<file path="src/rtl/spi_cmd_pkg.sv">
// Shared constants, header field positions and FSM state encoding for the
// SPI command decoder.
package spi_cmd_pkg;

  localparam logic [7:0]  SYNC_BYTE      = 8'h5D;
  localparam logic [15:0] RESET_READBACK = 16'hA55A;

  // Header word layout: [15] rd, [14:ADDR_W+8] reserved, [ADDR_W+7:8] addr, [7:0] sync
  localparam int unsigned HDR_RD_BIT   = 15;
  localparam int unsigned HDR_ADDR_LSB = 8;
  localparam int unsigned HDR_SYNC_MSB = 7;

  typedef enum logic [1:0] {
    IDLE,
    HEADER,
    DATA,
    DROP
  } state_t;

endpackage

</file>
<file path="src/rtl/spi_cmd_regbank.sv">
// NUM_REGS x 16 control register storage with write port, per-register
// write strobes, flattened output and a combinational read port.
// SPI_CMD_CHECKSUM_EN: writes land in a shadow bank and are copied to the
// live bank only when the frame checksum is accepted.
module spi_cmd_regbank #(
  parameter int unsigned NUM_REGS = 16,
  parameter int unsigned IDX_W    = $clog2(NUM_REGS)
) (
  input  logic                   clk,
  input  logic                   reset,
  input  logic                   wr_en,
  input  logic [IDX_W-1:0]       wr_idx,
  input  logic [15:0]            wr_data,
`ifdef SPI_CMD_CHECKSUM_EN
  input  logic                   commit,
  input  logic                   discard,
`endif
  input  logic [IDX_W-1:0]       rd_idx,
  output logic [15:0]            rd_data,
  output logic [NUM_REGS*16-1:0] regs_flat,
  output logic [NUM_REGS-1:0]    reg_wr_strobe
);

  logic [15:0] live [NUM_REGS];

`ifdef SPI_CMD_CHECKSUM_EN
  logic [15:0]         shadow [NUM_REGS];
  logic [NUM_REGS-1:0] touched;

  // Shadow bank capture and tracking of registers touched in this frame
  always_ff @(posedge clk) begin
    if (reset) begin
      for (int unsigned i = 0; i < NUM_REGS; i++) shadow[i] <= '0;
      touched <= '0;
    end else begin
      if (commit || discard) touched <= '0;
      if (wr_en) begin
        shadow[wr_idx]  <= wr_data;
        touched[wr_idx] <= 1'b1;
      end
    end
  end
`endif

  // Live bank update and one-cycle write strobes
  always_ff @(posedge clk) begin
    if (reset) begin
      for (int unsigned i = 0; i < NUM_REGS; i++) live[i] <= '0;
      reg_wr_strobe <= '0;
    end else begin
      reg_wr_strobe <= '0;
`ifdef SPI_CMD_CHECKSUM_EN
      if (commit) begin
        for (int unsigned i = 0; i < NUM_REGS; i++)
          if (touched[i]) live[i] <= shadow[i];
        reg_wr_strobe <= touched;
      end
`else
      if (wr_en) begin
        live[wr_idx]          <= wr_data;
        reg_wr_strobe[wr_idx] <= 1'b1;
      end
`endif
    end
  end

  // Flatten the live bank and serve the read port
  always_comb begin
    regs_flat = '0;
    for (int unsigned i = 0; i < NUM_REGS; i++) regs_flat[16*i +: 16] = live[i];
    rd_data = live[rd_idx];
  end

endmodule

</file>
<file path="src/rtl/spi_cmd_decoder.sv">
// Frame parser between the SPI slave and the synth control register bank.
// Frames are a header word (rd, start address, sync byte) followed by data
// words written to consecutive registers, or a read request that loads the
// readback word for the next frame.
// SPI_CMD_CHECKSUM_EN: the last word of a write frame is an XOR checksum and
// the frame is committed atomically when chip-select drops.
module spi_cmd_decoder
  import spi_cmd_pkg::*;
#(
  parameter int unsigned NUM_REGS = 16,
  parameter int unsigned ADDR_W   = 7
) (
  input  logic                   clk,
  input  logic                   reset,
  input  logic                   frame_active,
  input  logic                   word_valid,
  input  logic [15:0]            word_in,
  output logic [15:0]            readback_out,
  output logic [NUM_REGS*16-1:0] regs_flat,
  output logic [NUM_REGS-1:0]    reg_wr_strobe,
  output logic                   frame_err,
  output logic                   busy
);

  localparam int unsigned IDX_W = $clog2(NUM_REGS);
  localparam int unsigned PTR_W = IDX_W + 1;
  localparam int unsigned AW1   = ADDR_W + 1;
  localparam logic [PTR_W-1:0] PTR_END = PTR_W'(NUM_REGS);

  state_t            state, state_nxt;
  logic              fa_q, rd_q, frame_rise, hdr_ok, ptr_ok, wr_en;
  logic [PTR_W-1:0]  addr_ptr;
  logic [ADDR_W-1:0] hdr_addr;
  logic [14:0]       hdr_low;
  logic [IDX_W-1:0]  wr_idx, rd_idx;
  logic [15:0]       wr_data, rd_data;

  assign frame_rise = frame_active & ~fa_q;
  assign hdr_addr   = word_in[HDR_ADDR_LSB +: ADDR_W];
  assign hdr_low    = word_in[14:0];
  assign hdr_ok     = (word_in[HDR_SYNC_MSB:0] == SYNC_BYTE)
                   && ((hdr_low >> (ADDR_W + HDR_ADDR_LSB)) == '0)
                   && ({1'b0, hdr_addr} < AW1'(NUM_REGS));
  assign ptr_ok     = (addr_ptr < PTR_END);
  assign busy       = (state != IDLE);
  assign rd_idx     = (state == HEADER) ? IDX_W'(hdr_addr) : addr_ptr[IDX_W-1:0];

`ifdef SPI_CMD_CHECKSUM_EN
  // Each data word is held one word back so the final one (the checksum)
  // never reaches the shadow bank; the check runs the cycle after the fall.
  logic [15:0]      xor_acc, pend_word;
  logic [IDX_W-1:0] pend_idx;
  logic             pend_valid, pend_ok, end_chk, commit, discard;

  assign wr_en   = (state == DATA) && word_valid && !rd_q && pend_valid && pend_ok;
  assign wr_idx  = pend_idx;
  assign wr_data = pend_word;
  assign commit  = end_chk && pend_valid && (xor_acc == pend_word);
  assign discard = end_chk && !commit;
`else
  assign wr_en   = (state == DATA) && word_valid && !rd_q && ptr_ok;
  assign wr_idx  = addr_ptr[IDX_W-1:0];
  assign wr_data = word_in;
`endif

  spi_cmd_regbank #(
    .NUM_REGS (NUM_REGS),
    .IDX_W    (IDX_W)
  ) u_regbank (
    .clk           (clk),
    .reset         (reset),
    .wr_en         (wr_en),
    .wr_idx        (wr_idx),
    .wr_data       (wr_data),
`ifdef SPI_CMD_CHECKSUM_EN
    .commit        (commit),
    .discard       (discard),
`endif
    .rd_idx        (rd_idx),
    .rd_data       (rd_data),
    .regs_flat     (regs_flat),
    .reg_wr_strobe (reg_wr_strobe)
  );

  // State register
  always_ff @(posedge clk) begin
    if (reset) state <= IDLE;
    else       state <= state_nxt;
  end

  // Next-state logic; chip-select low overrides every transition
  always_comb begin
    state_nxt = state;
    unique case (state)
      IDLE:    if (frame_rise) state_nxt = HEADER;
      HEADER:  if (word_valid) state_nxt = hdr_ok ? DATA : DROP;
      DATA:    state_nxt = DATA;
      DROP:    state_nxt = DROP;
      default: state_nxt = IDLE;
    endcase
    if (!frame_active) state_nxt = IDLE;
  end

  // Header capture, address pointer, readback and error tracking
  always_ff @(posedge clk) begin
    if (reset) begin
      fa_q         <= 1'b1;  // no edge seen until chip-select cycles after reset
      rd_q         <= 1'b0;
      addr_ptr     <= '0;
      readback_out <= RESET_READBACK;
      frame_err    <= 1'b0;
`ifdef SPI_CMD_CHECKSUM_EN
      xor_acc    <= '0;
      pend_word  <= '0;
      pend_idx   <= '0;
      pend_valid <= 1'b0;
      pend_ok    <= 1'b0;
      end_chk    <= 1'b0;
`endif
    end else begin
      fa_q <= frame_active;
      case (state)
        HEADER: if (word_valid) begin
          if (hdr_ok) begin
            frame_err <= 1'b0;
            rd_q      <= word_in[HDR_RD_BIT];
            addr_ptr  <= PTR_W'(hdr_addr);
            if (word_in[HDR_RD_BIT]) readback_out <= rd_data;
`ifdef SPI_CMD_CHECKSUM_EN
            xor_acc    <= word_in;
            pend_valid <= 1'b0;
`endif
          end else begin
            frame_err <= 1'b1;
          end
        end
        DATA: if (word_valid) begin
          if (addr_ptr != PTR_END) addr_ptr <= addr_ptr + 1'b1;
`ifdef SPI_CMD_CHECKSUM_EN
          if (rd_q) begin
            if (!ptr_ok) frame_err    <= 1'b1;
            else         readback_out <= rd_data;
          end else begin
            pend_word  <= word_in;
            pend_idx   <= addr_ptr[IDX_W-1:0];
            pend_ok    <= ptr_ok;
            pend_valid <= 1'b1;
            if (pend_valid) begin
              xor_acc <= xor_acc ^ pend_word;
              if (!pend_ok) frame_err <= 1'b1;
            end
          end
`else
          if (!ptr_ok)   frame_err    <= 1'b1;
          else if (rd_q) readback_out <= rd_data;
`endif
        end
        default: ;
      endcase
`ifdef SPI_CMD_CHECKSUM_EN
      end_chk <= (state == DATA) && !frame_active && !rd_q;
      if (end_chk) begin
        pend_valid <= 1'b0;
        if (pend_valid && !commit) frame_err <= 1'b1;
      end
`endif
    end
  end

endmodule

</file>
<file path="config.mk">
export PLATFORM = sky130hd
export DESIGN_NAME = spi_cmd_decoder
export DESIGN_NICKNAME = d
export VERILOG_FILES = /design/src/rtl/spi_cmd_pkg.sv /design/src/rtl/spi_cmd_regbank.sv /design/src/rtl/spi_cmd_decoder.sv
export SDC_FILE = /design/constraint.sdc
export NUM_CORES = 1
export LEC_CHECK = 0
export BUFFER_PORTS_ARGS = -buffer_cell sky130_fd_sc_hd__buf_4
export CAP_MARGIN = 20
export CORE_MARGIN = 3
export CORE_UTILIZATION = 40
export CTS_CLUSTER_DIAMETER = 120
export DETAILED_ROUTE_END_ITERATION = 12
export GPL_ROUTABILITY_DRIVEN = 0
export PLACE_DENSITY = 0.62
export SLEW_MARGIN = 20
export SYNTH_ARGS = -nofsm -noshare
export SYNTH_HDL_FRONTEND = slang
export SYNTH_SLANG_ARGS = --single-unit
</file>
<file path="constraint.sdc">
create_clock -name clk -period 2.1 [get_ports clk]
set_input_delay 0.105 -clock clk [delete_from_list [all_inputs] [get_ports clk]]
set_output_delay 0.105 -clock clk [all_outputs]
set_load 0.01 [all_outputs]
</file>
# ---- Word level (Yosys, flattened, before mapping)
# Memories as Yosys holds them, arrays and structs flattened.
# Index checks and enable logic that the tools add are counted.
dict set report word_totals {
  memories 1
  word_cells 80
  output_inout_bits 290
  in_bits 20
  mem_bits_rw 256
  regBits 42
}
# memory depth width read_ports rd_ports_with_merged_regs write_ports line_no
set mem_list {}
lappend mem_list {u_regbank.live 16 16 17 0 16 spi_cmd_regbank.sv:24} ;# logic [15:0] live [NUM_REGS];
dict set report classes {
  n_eq_ne 14
  magnitude_cmp 4
  bitwise_logic 4
  n_reduce_logical 17
  add_sub_neg 1
  n_mux 32
}
# cell n
set ops {}
lappend ops {{2-to-1 mux 16 bit} 7}
lappend ops {{one-hot mux 16 bit (2 select lines)} 1}
lappend ops {{2-to-1 mux 5 bit} 4}
lappend ops {{!= test 2 bit, second input constant} 8}
lappend ops {{OR reduction 16 bit} 1}
lappend ops {{2-to-1 mux 1 bit} 12}
lappend ops {{one-hot mux 5 bit (2 select lines)} 1}
lappend ops {{== test 8 x 7 -> 1 bit, second input constant} 1}
lappend ops {{2-to-1 mux 4 bit} 2}
lappend ops {{one-hot mux 2 bit (4 select lines)} 1}
lappend ops {{< comparator 7 x 5 -> 1 bit, second input constant} 1}
lappend ops {{AND reduction 7 bit} 1}
lappend ops {{adder 5 x 1 -> 5 bit, second input constant} 1}
lappend ops {{logical AND 1 bit} 5}
lappend ops {{< comparator 4 x 5 -> 1 bit, second input constant} 1}
lappend ops {{< comparator 5 bit, second input constant} 1}
lappend ops {{!= test 5 bit, second input constant} 1}
lappend ops {{AND reduction 5 bit} 1}
lappend ops {{demux 1 bit (select 4 bit)} 1}
lappend ops {{== test 2 bit, second input constant} 2}
lappend ops {{greater-or-equal comparator 4 x 1 -> 1 bit, second input constant} 1}
lappend ops {{2-to-1 mux 2 bit} 2}
lappend ops {{AND reduction 4 bit} 1}
lappend ops {{nonzero test 2 bit} 2}
lappend ops {{other kinds (10)} 13}

# ---- Logic depth before layout (Yosys ltp)
# Gate-level depths: netlist of run 1.
dict set report depth {
  word_depth 9
  mapped_depth 10
  depth_no_buf 6
}

# ---- Hierarchy
# From an unflattened synthesis of run 1, not the netlist that was laid out.
dict set report hier_totals {
  hier_cells 895
  hier_area_um2 13198.9
}
# module n_inst area_per_inst_um2 cells_each seq_area_each_um2
set modules_own_cells {}
lappend modules_own_cells {spi_cmd_regbank 1 11883.9 738 8007.7}
lappend modules_own_cells {spi_cmd_decoder 1 1315.0 157 520.5}

# ---- Least setup slack after synthesis of run 1
# OpenSTA, ideal clock, no wires.
dict set report synth_path {
  kind {reg-to-reg}
  start {register addr_ptr[0]}
  end {memory u_regbank.live[12][0] (enable)}
  path_stages_with_launch 8
  path_buffers 2
  t_required_ps 1766
  arrival_ps 2027
  slack_ps -260
  setup_ps 334
  period_less_slack_ps 2360
  cell_sequence {dfxtp_1 > inv_1 > clkbuf_1 > clkbuf_1 > ha_1 > nand2_1 > nor2_1 > or2_2}
}
# item line_no
set synth_rtl {}
lappend synth_rtl {{from (decl)} spi_cmd_decoder.sv:32} ;# logic [PTR_W-1:0] addr_ptr;
lappend synth_rtl {{from (signal assigned)} spi_cmd_decoder.sv:127} ;# addr_ptr <= PTR_W'(hdr_addr);
lappend synth_rtl {{from (signal assigned)} spi_cmd_decoder.sv:138} ;# if (addr_ptr != PTR_END) addr_ptr <= addr_ptr + 1'b1;
lappend synth_rtl {{to (decl)} spi_cmd_regbank.sv:24}

# ---- Worst setup path after layout of run 1
dict set report layout_path {
  start {register addr_ptr[1]}
  end {register readback_out[7]}
}
dict set report layout_between {
  elab_chain_cells 6
  word_cells_on_any_way 12
  cone_classes {order compare (1); eq/ne (1); mux (8); reduce/logical (1); memory (1)}
}
# item line_no
set layout_rtl {}
lappend layout_rtl {{2-to-1 mux 4 bit} spi_cmd_decoder.sv:46} ;# assign rd_idx = (state == HEADER) ? IDX_W'(hdr_addr) : addr_ptr[IDX_W-1:0];
lappend layout_rtl {{memory read (16 x 16 bit)} n/a}
lappend layout_rtl {{2-to-1 mux 16 bit, on equally long branches} {spi_cmd_decoder.sv:155, spi_cmd_decoder.sv:128}}
lappend layout_rtl {{2-to-1 mux 16 bit, on equally long branches} {spi_cmd_decoder.sv:154, spi_cmd_decoder.sv:124}}
lappend layout_rtl {{2-to-1 mux 16 bit, on equally long branches} {spi_cmd_decoder.sv:137, spi_cmd_decoder.sv:123}}
lappend layout_rtl {{one-hot mux 16 bit (2 select lines)} spi_cmd_decoder.sv:122} ;# case (state)
lappend layout_rtl {{to (signal assigned)} spi_cmd_decoder.sv:128} ;# if (word_in[HDR_RD_BIT]) readback_out <= rd_data;
lappend layout_rtl {{to (signal assigned)} spi_cmd_decoder.sv:155} ;# else if (rd_q) readback_out <= rd_data;
lappend layout_rtl {{to (decl)} spi_cmd_decoder.sv:18} ;# output logic [15:0] readback_out,
# Parallel ways exist; a longest one is shown, timed or not. The select of a mux whose other input is x is not followed.
# A chain may end at the register's enable or synchronous reset.

==> results_dict.tcl, run 1 <==
set metrics [dict create \
    worstSetupPathType "reg2reg" \
    viasPerCell 5.83 \
    synth-simple-area-share 0.194 \
    max-cap-violations 0 \
    postRouteAntennaNets 0 \
    grt_max_degree 59 \
    root_buffer "clkbuf_16" \
    reg2reg_to "readback_out[7]$_SDFFE_PP0P_" \
    skew_ns 0.0226 \
    cpLargestDelayFamily "buffers and inverters" \
    die_h_um 200 \
    fillers 3178 \
    clk_path_buf_depth 3 \
    grt_util_all_layers 0.276 \
    clk_pin_slew_worst_paths_ns 0.06 \
    cts_sinks 298 \
    syn_area_um2 15000 \
    startpoint_type "register" \
    finalCritPeriodShare 0.999 \
    drc 0 \
    drt_wl_total_um 57400 \
    p_leak_uw 0.00826 \
    finalSetupTns_ns 0 \
    slew-limit-headroom 0.417 \
    dpl-instance-area_um2 18900 \
    whs_path_depth 3 \
    postSynthCellCount 1273 \
    hp-start "reset" \
    worstPathArrival_ns 2.53 \
    synth_compound_area_frac 0.152 \
    hold_class "in2reg" \
    slew_violations 0 \
    status "finished, final reports clean" \
    synth_warnings 0 \
    r2r_slack_ns 0.003 \
    setup_violations 0 \
    final_hold_viol_count 0 \
    worst-path-max-fanout 28 \
    async_flop_share 0 \
    hpwlAfterDp_um 41100 \
    final_cell_mix "443 x buf_4, 273 x and2_1, 256 x edfxtp_1" \
    irDropWorstVdd_mv 0.432 \
    io_pins 310 \
    ys.flop_type "edfxtp_1" \
    drt_first_pass_iters 5 \
    cpMostUsedCell "buf_12" \
    synth_top_family_by_area "simple AND/OR/NAND/NOR gates" \
    crit_chain "buf_12 -> clkinvlp_4 -> o21ai_2 -> buf_12 -> buf_12 -> a2111oi_0 -> or4_1 -> o211ai_1" \
    routedWlPerCell_um 26.4 \
    cts_inserted_buffers 35 \
    cpPeakStageDelay_ns 0.51 \
    cts_tree "yes" \
    nNetsFinal 1705 \
    ff2ff_path_depth 8 \
    h-tree-depth 2 \
    clock_latency_ns 0.53 \
    fp.dieW_um 200 \
    finalInstanceArea_um2 20600 \
    rsz0062_at_grt "yes" \
    grt_pass1_wl_um 81200 \
    syn-num-nets 1297 \
    min_to "addr_ptr[3]$_SDFFE_PP0P_" \
    antenna_found_initial 0 \
    placedCellCount 2086 \
    cp_num_buf_inv 4 \
    synthAdderAreaFrac 0.00334 \
    clock.fmax_ghz 0.477 \
    grt_pass1_vias 12200 \
    crit_path_end_kind "register" \
    post-place-ws_ns -0.377 \
    critPathLaunch "addr_ptr[1]$_SDFFE_PP0P_" \
    core_um2 36800 \
    layout_commonest_cell "buf_4" \
    seq_area_frac_synth 0.569 \
    synth_xor_area_frac 0.000584 \
    tightest_slew_ns 0.869 \
    cp_slowest_cell "or4_1" \
    pwr_density_cell_nw_per_um2 685 \
    die_area_um2 39800 \
    total_power_uw 14100 \
    synth_edf_count 256 \
    synthToLayoutAreaGrowth_pct 37.4 \
    drt_iter0_markers 1437 \
    vias 12700 \
    fp-row-count 70 \
    synthDistinctLibCells 65 \
    avgSynthCellArea_um2 11.8 \
    final_cells 2174 \
    initial_core_util 0.407 \
    diodes 0 \
    io_buffers 309 \
    drive_above_1_share 0.368 \
    required_ns 2.54 \
    ys_seq_elements 298 \
    yosys-mux-area-fraction 0.0287 \
    period_needed_ns 2.10 \
    fin_ws_ns 0.00269 \
    worst_r2r_startpoint "addr_ptr[1]$_SDFFE_PP0P_" \
    overflow 0 \
]
-- sequential cells by signal (all words and copies together), names as in the netlist --
| register | flops |
|---|---|
| rd_q | 1 |
| u_regbank.reg_wr_strobe | 16 |
| readback_out | 16 |
| fa_q | 1 |
| addr_ptr | 5 |
| u_regbank.live | 256 |
| state | 2 |
| frame_err | 1 |
-- worst max path at each step --
stage | end | slack (ns) | depth (start not counted)
4_1_cts | readback_out[7]$_SDFFE_PP0P_ | 0.006 | 8
6_report | readback_out[7]$_SDFFE_PP0P_ | 0.003 | 8
5_1_grt | readback_out[2]$_SDFFE_PP0P_ | -0.06 | 9
3_3_place_gp | readback_out[6]$_SDFFE_PP1P_ | -0.31 | 8
2_1_floorplan | u_regbank.live[12][0]$_SDFFCE_PN0P_ | -0.02 | 8
3_5_place_dp | readback_out[6]$_SDFFE_PP1P_ | -0.38 | 8
-- worst reg2reg max path: stages, from the launching register on --
cell and delay, ns:
dfxtp_1 0.36, buf_12 0.19, clkinvlp_4 0.16, o21ai_2 0.23
buf_12 0.20, buf_12 0.13, a2111oi_0 0.09, or4_1 0.51
o211ai_1 0.16
-- synthesized netlist by cell type (2+ instances only) --
| library cell | number | share of area |
|---|---|---|
| and2_1 | 274 | 0.11 |
| edfxtp_1 | 256 | 0.51 |
| o211ai_1 | 120 | 0.060 |
| clkbuf_1 | 59 | 0.015 |
| inv_1 | 51 | 0.013 |
| buf_2 | 44 | 0.015 |
| dfxtp_1 | 42 | 0.056 |
| nand3_1 | 37 | 0.012 |
| a31oi_1 | 33 | 0.014 |
| nor4bb_1 | 32 | 0.021 |
| a211oi_1 | 29 | 0.015 |
| nor2_1 | 28 | 0.0070 |
| a311oi_1 | 24 | 0.014 |
| o21ai_0 | 21 | 0.0070 |
| mux2_2 | 20 | 0.015 |
| mux2i_1 | 19 | 0.013 |
| nand2_1 | 18 | 0.0045 |
| nor2b_1 | 18 | 0.0075 |
| or2_2 | 18 | 0.0075 |
| o211a_1 | 16 | 0.011 |
| buf_4 | 9 | 0.0045 |
| a2111oi_0 | 8 | 0.0047 |
| a41oi_1 | 8 | 0.0047 |
| nand2b_1 | 7 | 0.0029 |
| a21oi_1 | 6 | 0.0020 |
| o41ai_1 | 6 | 0.0035 |
| buf_1 | 5 | 0.0013 |
| buf_6 | 5 | 0.0038 |
| a221o_1 | 4 | 0.0027 |
| ha_1 | 4 | 0.0033 |
| nor3_2 | 4 | 0.0027 |
| or4_1 | 4 | 0.0020 |
| a32o_1 | 3 | 0.0020 |
| nand4bb_1 | 3 | 0.0023 |
| o31ai_1 | 3 | 0.0015 |
| a32oi_1 | 2 | 0.0012 |
| nand3b_1 | 2 | 0.0010 |
| nor3b_1 | 2 | 0.0010 |
| o21ai_2 | 2 | 0.0012 |
| or4bb_1 | 2 | 0.0015 |
-- what timing repair did --
action	CTS	global route
setup buffers	2	15
gates resized for setup	26	27
pin swaps	12	16
hold buffers	6	0
endpoints found under the hold margin	11	0
setup endpoints to repair	143	92
cloned	1	2
-- metal layers --
metal,part of all wire,vias to the layer above,track usage
li1,-,5603,-
met1,0.40,6276,0.380
met2,0.48,693,0.454
met3,0.084,111,0.0384
met4,0.032,0,0.0879
met5,0,-,0
-- metrics by stage --
| step | hold slack [ns] | util |
|---|---|---|
| after global placement | 0.341 | 0.515 |
| after detailed placement | 0.340 | 0.515 |
| after floorplan | 0.209 | - |
| final | 0.116 | 0.560 |
| after CTS | 0.0834 | 0.552 |
| after global routing | 0.124 | 0.560 |
-- cell families after synthesis --
kind of cell | count (synthesis)
and+or+nand+nor | 458
AOI/OAI and AO/OA | 298
DFF | 298
buffers and inverters | 174
muxes | 40
adders and majority gates | 4
xor gates and xnor gates | 1
-- final cells by class --
type,instances,area (µm²),share of cell area
Inverter,52,199,0.00966
Clock buffer,44,971,0.0472
Tap cell,468,586,0.0284
Multi-Input combinational cell,803,5970,0.290
Timing Repair Buffer,491,4180,0.203
Clock inverter,18,149,0.00723
Sequential cell,298,8540,0.415
-- power by group --
part | switching (µW) | leakage (µW) | internal, µW
combinational | 744 | 0.00471 | 604
clock | 2460 | 0.000560 | 3520
sequential | 174 | 0.00298 | 6590
Power figures use the tool's default switching activity.
==> run 2, diff against run 1 <==
--- a/config.mk
+++ b/config.mk
@@ -12,7 +12,9 @@
 export CTS_CLUSTER_DIAMETER = 120
 export DETAILED_ROUTE_END_ITERATION = 12
 export GPL_ROUTABILITY_DRIVEN = 0
+export MAX_ROUTING_LAYER = met4
 export PLACE_DENSITY = 0.62
+export SETUP_SLACK_MARGIN = 0.02
 export SLEW_MARGIN = 20
 export SYNTH_ARGS = -nofsm -noshare
 export SYNTH_HDL_FRONTEND = slang
==> run 2 against run 1 <==
  * The flow now finishes with violations (setup timing)
  * Wire length grew 2.8%
  * Hold slack worse by 0.059 ns
  * Total power decreased by 1.3%
  * Non-clock buffer count grew 1
  * Largest cell class unchanged
  * Maximum frequency shrank 0.94%
  * Highest routed layer unchanged
==> results_dict.tcl, run 2 (same netlist as run 1, synthesis figures left out) <==
set metrics [dict create \
    max-cap-violations 0 \
    slew-limit-headroom 0.650 \
    nNetsFinal 1709 \
    die_area_um2 39800 \
    fin_ws_ns -0.0172 \
    largest_register_ffs 256 \
    root_buffer "clkbuf_16" \
    drt_first_pass_iters 5 \
    final_cells 2178 \
    clock_latency_ns 0.52 \
    endpoint "readback_out[10]$_SDFFE_PP1P_" \
    reg2reg_to "readback_out[10]$_SDFFE_PP1P_" \
    viasPerCell 5.90 \
    irDropWorstVdd_mv 0.436 \
    rsz0062_at_grt "yes" \
    setup_violations 4 \
    clk_pin_slew_worst_paths_ns 0.06 \
    drc 0 \
    h-tree-depth 2 \
    fp.dieW_um 200 \
    postRouteAntennaNets 0 \
    worst-path-max-fanout 5 \
    skew_ns 0.0168 \
    diodes 0 \
    status "finished, violations left" \
    critPathLaunch "state[1]$_SDFFE_PP0P_" \
    core_um2 36800 \
    clock.fmax_ghz 0.472 \
    required_ns 2.47 \
    clk_path_buf_depth 3 \
    grt_pass1_wl_um 83400 \
    final_cell_mix "436 x buf_4, 274 x and2_1, 256 x edfxtp_1" \
    regMostFlops "u_regbank.live" \
    grt_util_all_layers 0.294 \
    r2r_slack_ns -0.02 \
    fillers 3150 \
    top_regs "u_regbank.live (256), readback_out (16), u_regbank.reg_wr_strobe (16)" \
    worstSetupPathType "reg2reg" \
    cts_sinks 298 \
    layout_commonest_cell "buf_4" \
    cts_inserted_buffers 35 \
    final_hold_viol_count 0 \
    finalCritPeriodShare 1.01 \
    grt_max_degree 43 \
    tightest_slew_ns 0.511 \
    routedWlPerCell_um 27.1 \
    worst_r2r_startpoint "state[1]$_SDFFE_PP0P_" \
    period_needed_ns 2.12 \
    final_util 0.564 \
    drt_iter0_markers 1480 \
    initial_core_util 0.407 \
    fp-row-count 70 \
    pwr_density_cell_nw_per_um2 670 \
    die_h_um 200 \
    slew_violations 0 \
    io_pins 310 \
    ff2ff_path_depth 7 \
    placedCellCount 2082 \
    failed_checks "setup timing" \
    drive_above_1_share 0.371 \
    vias 12800 \
    io_buffers 309 \
    hold_class "in2reg" \
    p_leak_uw 0.00830 \
    startpoint_type "register" \
    antenna_found_initial 1 \
    worstPathArrival_ns 2.49 \
    crit_path_end_kind "register" \
    cts_tree "yes" \
    hpwlAfterDp_um 41900 \
    drt_wl_total_um 59000 \
    finalSetupTns_ns -0.0566 \
    overflow 0 \
    synthToLayoutAreaGrowth_pct 38.5 \
    grt_pass1_vias 12500 \
]
[run 2: cell types whose count changed in the layout (fill, tap and decap cells not counted), moves of 3 or more]
cell           delta
buf_6             +6
clkinv_1          -3
a2111oi_0         -4
clkinv_2          -4
clkbuf_8          -3
buf_8             +3
clkbuf_16         +3
clkbuf_1         +12
dlygate4sd3_1     -4
buf_4             -7
[run 2: worst min-delay path by stage]
stage | start | end | slack [ns] | cells past startpoint
6_report | word_in[11] | u_regbank.live[8][11]$_SDFFCE_PN0P_ | 0.06 | 2
5_1_grt | word_in[11] | u_regbank.live[11][11]$_SDFFCE_PN0P_ | 0.06 | 2
4_1_cts | word_in[11] | u_regbank.live[8][11]$_SDFFCE_PN0P_ | 0.04 | 2
3_5_place_dp | frame_active | fa_q$_SDFF_PP1_ | 0.32 | 2
3_3_place_gp | frame_active | fa_q$_SDFF_PP1_ | 0.31 | 2
2_1_floorplan | frame_active | fa_q$_SDFF_PP1_ | 0.21 | 1
[run 2: metal layers]
| metal | track usage | part of all wire | vias up |
|---|---|---|---|
| met5 | - | 0 | - |
| met3 | 0.0396 | 0.078 | 107 |
| met4 | 0.0899 | 0.034 | 0 |
| met1 | 0.388 | 0.40 | 6477 |
| met2 | 0.476 | 0.49 | 659 |
| li1 | - | - | 5605 |
[run 2: critical path, stage by stage (launching register included)]
cell and delay [ns]:
dfxtp_4 0.37, buf_6 0.13, buf_6 0.11, or4b_4 0.54, o31ai_4 0.16, o211ai_1 0.28, a41oi_2 0.30, a311oi_1 0.08
[run 2: final cells by class]
| cell class | instances | area [µm²] | share of cell area |
|---|---|---|---|
| clock buffer | 54 | 1000 | 0.0482 |
| multi-input combinational | 806 | 6120 | 0.295 |
| inverter | 52 | 196 | 0.00946 |
| sequential | 298 | 8540 | 0.411 |
| clock inverter | 8 | 65.1 | 0.00313 |
| timing repair buffer | 492 | 4260 | 0.205 |
| tap | 468 | 586 | 0.0282 |
[run 2: timing repair]
action,CTS,global route
setup endpoints to repair,300,186
hold buffers,2,0
cloned,7,3
resized for setup,62,34
hold endpoints to repair,4,0
pin swaps,28,24
setup buffers,14,8
[run 2: stage by stage]
stage	setup WS (ns)	power, µW	instance area, µm²	hold WS, ns
final	-0.0172	13900	20800	0.0569
after global routing	-0.0707	14300	20800	0.0576
after CTS	-0.00337	13900	20500	0.0354
after detailed placement	-0.469	8150	18900	0.322
after global placement	-0.445	8140	18900	0.312
after floorplan	-0.0201	7340	15000	0.209
[run 2: power by group]
group          total, µW  internal, µW  switching [µW]
Clock               5760          3400            2370
Sequential          6760          6590             175
Combinational       1390           614             774
==> run 3, diff against run 2 <==
--- a/config.mk
+++ b/config.mk
@@ -5,15 +5,15 @@
 export SDC_FILE = /design/constraint.sdc
 export NUM_CORES = 1
 export LEC_CHECK = 0
-export BUFFER_PORTS_ARGS = -buffer_cell sky130_fd_sc_hd__buf_4
 export CAP_MARGIN = 20
 export CORE_MARGIN = 3
 export CORE_UTILIZATION = 40
 export CTS_CLUSTER_DIAMETER = 120
 export DETAILED_ROUTE_END_ITERATION = 12
+export DONT_BUFFER_PORTS = 1
 export GPL_ROUTABILITY_DRIVEN = 0
 export MAX_ROUTING_LAYER = met4
-export PLACE_DENSITY = 0.62
+export PLACE_DENSITY = 0.54
 export SETUP_SLACK_MARGIN = 0.02
 export SLEW_MARGIN = 20
 export SYNTH_ARGS = -nofsm -noshare
==> run 3 against run 2 <==
  * The flow still finishes with violations (setup timing)
  * Via count down 11%
  * Largest cell class unchanged
  * Hold slack worse by 0.047 ns
  * Maximum frequency about the same
  * Largest power group unchanged
  * Critical path type unchanged
==> results_dict.tcl, run 3 (same netlist as run 1, synthesis figures left out) <==
set metrics [dict create \
    viasPerCell 6.09 \
    routedWlPerCell_um 31.6 \
    skew_ns 0.0190 \
    crit_chain "nor2b_4 -> buf_6 -> bufbuf_16 -> a31oi_1 -> a311oi_2 -> o41ai_2 -> buf_4 -> o211ai_1" \
    core_um2 36800 \
    nNetsFinal 1416 \
    clk_path_buf_depth 3 \
    top_regs "u_regbank.live (256), readback_out (16), u_regbank.reg_wr_strobe (16)" \
    hold_class "in2reg" \
    final_cells 1884 \
    clock.fmax_ghz 0.473 \
    die_h_um 200 \
    initial_core_util 0.407 \
    total_power_uw 13800 \
    period_needed_ns 2.12 \
    hpwlAfterDp_um 39200 \
    finalCritPeriodShare 1.01 \
    slew-limit-headroom 0.258 \
    drt_wl_total_um 59500 \
    cpPeakStageDelay_ns 0.36 \
    reg2reg_to "readback_out[11]$_SDFFE_PP0P_" \
    cp_slowest_cell "dfxtp_4" \
    final_cell_mix "274 x and2_1, 256 x edfxtp_1, 131 x buf_4" \
    layout_commonest_cell "and2_1" \
    worst-path-max-fanout 22 \
    die_area_um2 39800 \
    io_pins 310 \
    fp.dieW_um 200 \
    placedCellCount 1769 \
    worst_r2r_startpoint "state[0]$_SDFFE_PP0P_" \
    fin_ws_ns -0.0158 \
    drive_above_1_share 0.223 \
    synthToLayoutAreaGrowth_pct 24.1 \
    grt_pass1_vias 11000 \
    use_met1 0.376 \
    io_buffers 0 \
    worstSetupPathType "reg2reg" \
    drt_first_pass_iters 5 \
    worstPathArrival_ns 2.52 \
    diodes 0 \
    crit_path_end_kind "register" \
    cts_sinks 298 \
    tightest_slew_ns 1.11 \
    setup_violations 7 \
    busiest_layer "met2" \
    irDropWorstVdd_mv 0.593 \
    grt_util_all_layers 0.297 \
    endpoint "readback_out[11]$_SDFFE_PP0P_" \
    regMostFlops "u_regbank.live" \
    root_buffer "clkbuf_16" \
    final_hold_viol_count 0 \
    h-tree-depth 2 \
    max-cap-violations 0 \
    grt_max_degree 72 \
    slew_violations 0 \
    failed_checks "setup timing" \
    drt_iter0_markers 1061 \
    cts_inserted_buffers 35 \
    drc 0 \
    grt_pass1_wl_um 82800 \
    postRouteAntennaNets 0 \
    antenna_found_initial 0 \
    critPathLaunch "state[0]$_SDFFE_PP0P_" \
    hold_slack_ns 0.0101 \
    post-place-ws_ns -0.249 \
    vias 11500 \
    use_met3 0.0862 \
    ff2ff_path_depth 8 \
    rsz0062_at_grt "yes" \
    fp-row-count 70 \
    pwr_density_cell_nw_per_um2 744 \
    clock_latency_ns 0.53 \
    use_met2 0.472 \
    clk_pin_slew_worst_paths_ns 0.06 \
    cts_tree "yes" \
    p_leak_uw 0.00686 \
    status "finished, violations left" \
    required_ns 2.50 \
    largest_register_ffs 256 \
    overflow 0 \
    startpoint_type "register" \
    r2r_slack_ns -0.02 \
]
[run 3: timing repair]
action,4_1_cts,5_1_grt
cloned,5,4
pin swaps,6,16
hold buffers,20,1
setup endpoints to repair,103,403
gates resized for setup,36,40
setup buffers,10,14
endpoints found under the hold margin,461,32
[run 3: where the power goes]
part           total, µW  internal [µW]  switching (µW)
registers           6870           6590             276
logic                967            394             573
clock network       6010           3550            2460
total              13800          10500            3300
[run 3: how the worst min path moves through the flow]
stage                 start                            to  slack, ns  depth (start not counted)
2_1_floorplan  frame_active               fa_q$_SDFF_PP1_       0.21                          1
3_3_place_gp          reset        frame_err$_SDFFE_PP0P_       0.19                          1
3_5_place_dp          reset             rd_q$_SDFFE_PP0P_       0.19                          1
4_1_cts          word_valid  readback_out[7]$_SDFFE_PP0P_      0.004                          4
5_1_grt          word_in[9]      addr_ptr[1]$_SDFFE_PP0P_       0.03                          3
6_report         word_in[9]      addr_ptr[1]$_SDFFE_PP0P_       0.01                          3
[run 3: worst max-delay path, delay by kind of cell (launching register included)]
kind | cells | cell delay, ns
buffers and inverters | 3 | 0.65
AO/OA/AOI/OAI | 4 | 0.79
AND/OR/NAND/NOR | 1 | 0.17
flip-flops | 1 | 0.36
[run 3: area by class of cell]
class	count	area [µm²]
Multi-Input combinational cell	804	6040
Sequential cell	298	8540
Tap cell	468	586
Inverter	52	196
Clock buffer	48	956
Fill cell	3236	18200
Timing Repair Buffer	201	2140
Clock inverter	13	146
[run 3: metal layers]
| layer | part of all wire | vias up |
|---|---|---|
| li1 | - | 5037 |
| met1 | 0.40 | 5818 |
| met2 | 0.48 | 526 |
| met3 | 0.096 | 89 |
| met4 | 0.027 | 0 |
| met5 | 0 | - |
[run 3: per-stage QoR]
stage               setup TNS, ns   util  instance area [µm²]
CTS                             0  0.497                18300
detailed placement          -3.81  0.450                16500
finish                    -0.0494  0.506                18600
global placement            -1.10  0.450                16500
global route                -1.16  0.506                18600
floorplan                  -0.852      -                15000
